--- src/rtl/ibuf2ddr_pkg.sv ---
// Shared constants for the DDR <-> index buffer movers.
// Holds bus widths, packing factor, mode field encoding and FSM states.
package ibuf2ddr_pkg;

  function automatic int bw(input int n);
    return (n <= 1) ? 1 : $clog2(n);
  endfunction

  localparam int DDR_W     = 64;
  localparam int IDX_W     = 8;
  localparam int IDX_BATCH = DDR_W / (IDX_W * 2);

  // conf_mode[2:1] value selecting half-swap of each entry
  localparam logic [1:0] MODE_SWAP = 2'b01;

  typedef enum logic [1:0] {
    S_IDLE  = 2'd0,
    S_READ  = 2'd1,
    S_DRAIN = 2'd2
  } state_e;

endpackage

--- src/rtl/ddr_word_fifo.sv ---
// Two-entry register FIFO for packed DDR words {last, data}.
// Ports: push/din in, pop/dout out (head), count = occupancy 0..2.
module ddr_word_fifo #(
  parameter int W = 65
) (
  input  logic         clk,
  input  logic         rst,
  input  logic         push,
  input  logic [W-1:0] din,
  input  logic         pop,
  output logic [W-1:0] dout,
  output logic [1:0]   count
);

  logic [W-1:0] s0_q, s0_d;
  logic [W-1:0] s1_q, s1_d;
  logic [1:0]   cnt_q, cnt_d;
  logic [1:0]   wi;
  logic         pop_ok;
  logic         push_ok;

  always_comb begin
    pop_ok  = pop && (cnt_q != 2'd0);
    push_ok = push && ((cnt_q != 2'd2) || pop_ok);
    s0_d    = s0_q;
    s1_d    = s1_q;
    // slot the new word lands in, after any pop shifts
    wi      = cnt_q - {1'b0, pop_ok};
    if (pop_ok) s0_d = s1_q;
    if (push_ok) begin
      if (wi == 2'd0) s0_d = din;
      else            s1_d = din;
    end
    cnt_d = cnt_q + {1'b0, push_ok} - {1'b0, pop_ok};
  end

  always_ff @(posedge clk) begin
    if (rst) begin
      s0_q  <= '0;
      s1_q  <= '0;
      cnt_q <= 2'd0;
    end else begin
      s0_q  <= s0_d;
      s1_q  <= s1_d;
      cnt_q <= cnt_d;
    end
  end

  assign dout  = s0_q;
  assign count = cnt_q;

endmodule

--- src/rtl/ibuf2ddr.sv ---
// Reads one PE's index buffer and packs entries into DDR words.
// conf_* request in; idx_rd_* buffer port; ddr_* valid/ready/last stream out.
module ibuf2ddr
  import ibuf2ddr_pkg::*;
#(
  parameter int IDX_DEPTH = 256,
  parameter int ADDR_W    = bw(IDX_DEPTH),
  parameter int PE_NUM    = 32,
  parameter int PE_SEL_W  = bw(PE_NUM)
) (
  input  logic                      clk,
  input  logic                      rst,
  input  logic                      conf_valid,
  output logic                      conf_ready,
  input  logic [3:0]                conf_mode,
  input  logic [7:0]                conf_idx_num,
  input  logic [PE_SEL_W-1:0]       conf_pe_sel,
  output logic [PE_NUM-1:0]         idx_rd_en,
  output logic [ADDR_W-1:0]         idx_rd_addr,
  input  logic [PE_NUM*IDX_W*2-1:0] idx_rd_data,
  output logic [DDR_W-1:0]          ddr_data,
  output logic                      ddr_valid,
  output logic                      ddr_last,
  input  logic                      ddr_ready
);

  localparam int EW     = IDX_W * 2;
  localparam int LANE_W = bw(IDX_BATCH);
  localparam logic [LANE_W-1:0] LANE_END = LANE_W'(IDX_BATCH - 1);

  state_e              state_q, state_d;
  logic                swap_q, swap_d;
  logic [7:0]          num_q, num_d;
  logic [PE_SEL_W-1:0] pe_q, pe_d;
  logic [7:0]          rd_cnt_q, rd_cnt_d;
  logic [LANE_W-1:0]   lane_q, lane_d;
  logic                open_q, open_d;
  logic                cap_vld_q, cap_vld_d;
  logic [LANE_W-1:0]   cap_lane_q, cap_lane_d;
  logic                cap_last_q, cap_last_d;
  logic [DDR_W-1:0]    word_q, word_d;

  logic                start, can_open, issue, last_iss;
  logic                push, pop, empty_nxt;
  logic [EW-1:0]       ent;
  logic [DDR_W-1:0]    word_nxt;
  logic [DDR_W:0]      head;
  logic [1:0]          fifo_cnt;
  logic                unused_mode;

  assign unused_mode = ^{conf_mode[3], conf_mode[0]};

  always_comb begin
    start    = conf_valid && (state_q == S_IDLE);
    // a new word may open only if it plus queued words fit in the FIFO
    can_open = (fifo_cnt == 2'd0) || ((fifo_cnt == 2'd1) && !open_q);
    issue    = (state_q == S_READ) && ((lane_q != '0) || can_open);
    last_iss = issue && (rd_cnt_q == num_q - 8'd1);
    idx_rd_en = '0;
    for (int p = 0; p < PE_NUM; p++)
      if (issue && (pe_q == PE_SEL_W'(p))) idx_rd_en[p] = 1'b1;
    idx_rd_addr = (state_q == S_READ) ? ADDR_W'(rd_cnt_q) : '0;
  end

  always_comb begin
    ent = '0;
    for (int p = 0; p < PE_NUM; p++)
      if (pe_q == PE_SEL_W'(p)) ent = idx_rd_data[p*EW +: EW];
    if (swap_q) ent = {ent[IDX_W-1:0], ent[EW-1:IDX_W]};
    // lane 0 starts a fresh word so unfilled lanes read as zero
    word_nxt = (cap_lane_q == '0) ? '0 : word_q;
    word_nxt[int'(cap_lane_q)*EW +: EW] = ent;
    push = cap_vld_q && ((cap_lane_q == LANE_END) || cap_last_q);
  end

  always_comb begin
    swap_d     = swap_q;
    num_d      = num_q;
    pe_d       = pe_q;
    rd_cnt_d   = rd_cnt_q;
    lane_d     = lane_q;
    open_d     = open_q;
    word_d     = cap_vld_q ? word_nxt : word_q;
    cap_vld_d  = issue;
    cap_lane_d = lane_q;
    cap_last_d = last_iss;
    if (issue) begin
      rd_cnt_d = rd_cnt_q + 8'd1;
      lane_d   = (lane_q == LANE_END) ? '0 : lane_q + LANE_W'(1);
    end
    if (issue && (lane_q == '0)) open_d = 1'b1;
    else if (push)               open_d = 1'b0;
    if (start) begin
      swap_d   = (conf_mode[2:1] == MODE_SWAP);
      num_d    = conf_idx_num;
      pe_d     = conf_pe_sel;
      rd_cnt_d = '0;
      lane_d   = '0;
      open_d   = 1'b0;
    end
  end

  always_comb begin
    pop       = ddr_valid && ddr_ready;
    empty_nxt = (fifo_cnt == 2'd0) || ((fifo_cnt == 2'd1) && pop);
    state_d   = state_q;
    unique case (state_q)
      S_IDLE:  if (start && (conf_idx_num != 8'd0)) state_d = S_READ;
      S_READ:  if (last_iss) state_d = S_DRAIN;
      S_DRAIN: if (!cap_vld_q && empty_nxt) state_d = S_IDLE;
      default: state_d = S_IDLE;
    endcase
  end

  always_ff @(posedge clk) begin
    if (rst) begin
      state_q    <= S_IDLE;
      swap_q     <= 1'b0;
      num_q      <= '0;
      pe_q       <= '0;
      rd_cnt_q   <= '0;
      lane_q     <= '0;
      open_q     <= 1'b0;
      cap_vld_q  <= 1'b0;
      cap_lane_q <= '0;
      cap_last_q <= 1'b0;
      word_q     <= '0;
    end else begin
      state_q    <= state_d;
      swap_q     <= swap_d;
      num_q      <= num_d;
      pe_q       <= pe_d;
      rd_cnt_q   <= rd_cnt_d;
      lane_q     <= lane_d;
      open_q     <= open_d;
      cap_vld_q  <= cap_vld_d;
      cap_lane_q <= cap_lane_d;
      cap_last_q <= cap_last_d;
      word_q     <= word_d;
    end
  end

  ddr_word_fifo #(.W(DDR_W + 1)) u_fifo (
    .clk   (clk),
    .rst   (rst),
    .push  (push),
    .din   ({cap_last_q, word_nxt}),
    .pop   (pop),
    .dout  (head),
    .count (fifo_cnt)
  );

  assign conf_ready = (state_q == S_IDLE);
  assign ddr_valid  = (fifo_cnt != 2'd0);
  assign ddr_data   = head[DDR_W-1:0];
  assign ddr_last   = ddr_valid && head[DDR_W];

endmodule

--- config.mk ---
export PLATFORM = sky130hd
export DESIGN_NAME = ibuf2ddr
export DESIGN_NICKNAME = d
export VERILOG_FILES = /design/src/rtl/ibuf2ddr_pkg.sv /design/src/rtl/ddr_word_fifo.sv /design/src/rtl/ibuf2ddr.sv
export SDC_FILE = /design/constraint.sdc
export NUM_CORES = 1
export LEC_CHECK = 0
export BUFFER_PORTS_ARGS = -buffer_cell sky130_fd_sc_hd__buf_2
export CAP_MARGIN = 20
export CORE_AREA = 2 2 249 251
export DETAILED_ROUTE_END_ITERATION = 7
export DIE_AREA = 0 0 251 253
export GPL_TIMING_DRIVEN = 0
export SLEW_MARGIN = 40
export SYNTH_ARGS = -nofsm -noshare
export SYNTH_HDL_FRONTEND = slang
export SYNTH_SLANG_ARGS = --single-unit
--- constraint.sdc ---
create_clock -name clk -period 3.8 [get_ports clk]
set_clock_uncertainty 0.15 [all_clocks]
set_input_delay 0.19 -clock clk [delete_from_list [all_inputs] [get_ports clk]]
set_output_delay 0.19 -clock clk [all_outputs]
set_load 0.02 [all_outputs]
==> results_dict.tcl <==
set metrics [dict create \
    syn_inst 2155 \
    min_period_ns 3.778 \
    area_delta_synth_final_pct 34.33 \
    grt_pass1_vias 19970 \
    grtUsageMet2_pct 55.24 \
    top_usage_layer "met2" \
    grt_max_degree 19 \
    min_from "conf_valid" \
    wire_per_inst_um 32.41 \
    drc 0 \
    pwr_density_cell_nw_per_um2 314.1 \
    place_congestion 1.024 \
    synthDistinctLibCells 95 \
    netlist_area_um2 15970 \
    die_x_um 251 \
    die_h_um 253 \
    end_kind "register" \
    p_leak_nw 8.851 \
    pre_cts_slack_ns -0.3721 \
    gr-total-overflow 0 \
    slew_violations 0 \
    setup_violations 0 \
    totalWireLength_um 119500 \
    cts_tree "built" \
    num_rows 91 \
    ys.warnings.count 0 \
    cts_sinks 227 \
    ys_async_sr_fraction_pct 0 \
    vias 21520 \
    post-dp-hpwl_um 98740 \
    peakVddDrop_v 0.0003218 \
    seq_area_um2 4546 \
    status "complete, no violations" \
    crit_required_ns 4.04 \
    maxCapViolCount 0 \
    drive_above_1_share_pct 33.25 \
    path_class "reg2reg" \
    crit_path_start_kind "register" \
    dieArea_um2 63500 \
    first_pass_iters 6 \
    cts_root_buf "clkbuf_16" \
    rr_startpoint "pe_q[0]" \
    fin_ws_ns 0.02249 \
    grtUsageMet1_pct 43.70 \
    crit_start "pe_q[0]" \
    fmax_mhz 264.7 \
    ios 640 \
    io_buffers 637 \
    drt_iter0_markers 3236 \
    cts_buffers 24 \
    mostFrequentLayoutCell "buf_2" \
    grt_use_met3_pct 10.32 \
    final_cell_mix "buf_2 (672), nand2_1 (349), dfxtp_1 (226)" \
    finalCritPeriodShare_pct 99.41 \
    reg2reg_slack_ns 0.02 \
    arrival_ns 4.02 \
    fin_nets 3382 \
    hp-class "in2reg" \
    post_synth.cell_area_avg_um2 7.411 \
    num-fill-cells 6780 \
    hold_violations 0 \
    slew_headroom_pct 42.39 \
    synth-seq-cells 227 \
    htree_levels 1 \
    core_um2 61030 \
    multiInputGateArea_um2 10010 \
    antenna_found_initial 56 \
    ys_seq_area_share_pct 28.45 \
    antenna_left 0 \
    worstPathMaxFanout 10 \
    grt_use_total_pct 35.87 \
    synthFlopType "dfxtp_1" \
    clk_pin_slew_worst_paths_ns 0.06 \
    hold_slack_ns 0.04097 \
    clock_latency_ns 0.54 \
    grt_pass1_wl_um 159500 \
    synth-edff-count 0 \
    initial_core_util_pct 26.17 \
    via_per_inst 5.837 \
    synth_nets 2699 \
    tightest_slew_ns 0.8642 \
    cts.path.max_buffers 3 \
    finalPower_mw 6.738 \
]
[worst max-delay path: stages (launching register included)]
cell and delay [ns]:
dfxtp_1 0.38, buf_6 0.19, nand2b_1 0.11, buf_2 0.27, nor2_1 0.11, clkbuf_2 0.47, a22oi_1 0.36, nand3_1 0.24
a211oi_1 0.47, o22a_1 0.43, buf_2 0.33, o21ai_1 0.10
[power breakdown]
part / switching, mW / leakage [nW] / internal, mW
logic: 1.27 / 6.62 / 0.610
registers: 0.0288 / 1.83 / 2.41
clock network: 1.01 / 0.396 / 1.41
[per-stage QoR]
step | area, um^2 | std cells | TNS [ns] | util (%)
global placement | 20150 | 3582 | -52.81 | 33.01
floorplan | 15970 | 2155 | 0 | -
CTS | 21280 | 3644 | 0 | 34.88
global route | 21390 | 3661 | -0.003449 | 35.05
detailed placement | 20250 | 3585 | -18.98 | 33.18
finish | 21450 | 3686 | 0 | 35.15
[kinds of logic (layout without fill, tap and decap cells)]
| kind of cell | after synthesis | count (layout) | synth area share, % |
|---|---|---|---|
| and+or+nand+nor | 832 | 832 | 25.15 |
| muxes | 54 | 54 | 4.262 |
| adders and majority gates | 11 | 11 | 0.8617 |
| AOI/OAI and AO/OA | 737 | 737 | 30.14 |
| DFF | 227 | 227 | 28.45 |
| xor gates and xnor gates | 22 | 22 | 1.206 |
| buffers and inverters | 272 | 971 | 9.933 |
| other | 0 | 42 | 0 |
[layer usage]
metal / part of all wire [%] / vias to the layer above
met5: 0.14 / -
met4: 7.6 / 28
met3: 12 / 344
met2: 43 / 1607
met1: 37 / 10290
li1: - / 9252
[worst paths after layout]
check                      to  cells past startpoint
setup / recovery    word_q[5]                     11
hold / removal    rd_cnt_q[1]                      4
setup reg to reg    word_q[5]                     11
hold reg to reg    word_q[50]                      2
[final cells by class]
cell class                 count  area share (%)
antenna                       42          0.4899
multi-input combinational   1656           46.68
buffer                       242           6.969
inverter                      28          0.4899
clock buffer                  35           3.272
tap                          790           4.607
timing repair buffer         659           15.86
sequential                   227           21.19
clock inverter                 7          0.4491
[synth_stat cells, types with 9 or more instances]
cell      number  area share (%)
o211ai_1      12            0.56
xnor2_1       10            0.55
buf_1         11            0.26
nor3b_1       23             1.1
clkbuf_1      89             2.1
a22oi_1       95             4.5
a32oi_1        9            0.49
nand3_1       63             2.0
a31o_2        13            0.71
a211oi_1      12            0.56
nor2_1       163             3.8
mux4_2        10             1.4
nand4_1       14            0.55
dfxtp_1      227              28
inv_1         26            0.61
o21ai_1       91             2.9
o22ai_1       21            0.82
ha_1          11            0.86
nor3_1        28            0.88
nand2_1      350             8.2
nand2b_1      18            0.71
xor2_1        12            0.66
a31oi_1       87             3.4
buf_4         79             3.7
nor2b_1       15            0.59
mux2i_1       32             2.0
a22o_1        23             1.3
and3_1        35             1.4
a311oi_1      17            0.93
a221oi_1      24             1.3
buf_6         30             2.1
buf_2         33             1.0
o21ai_0      144             4.5
and2_1        39             1.5
nor2_2        12            0.47
nand3b_1      14            0.66
o31ai_1       10            0.47
mux2_2        10            0.71
a21oi_1      111             3.5
[state kept, by name, indices dropped and copies added, names as in the netlist]
name and flops:
cap_vld_q 1, word_q 64, num_q 8, u_fifo.count 2
open_q 1, u_fifo.dout 65, state_q 2, cap_lane_d 2
rd_cnt_q 8, u_fifo.s1_q 65, cap_lane_q 2, pe_q 5
cap_last_q 1, swap_q 1
[what timing repair did]
item,in CTS,in global routing
buffers inserted,3,1
pin swaps,1,3
gates resized for setup,17,11
setup endpoints to repair,114,99
endpoints found under the hold margin,14,0
hold buffers,15,0
Power figures use the tool's default switching activity.
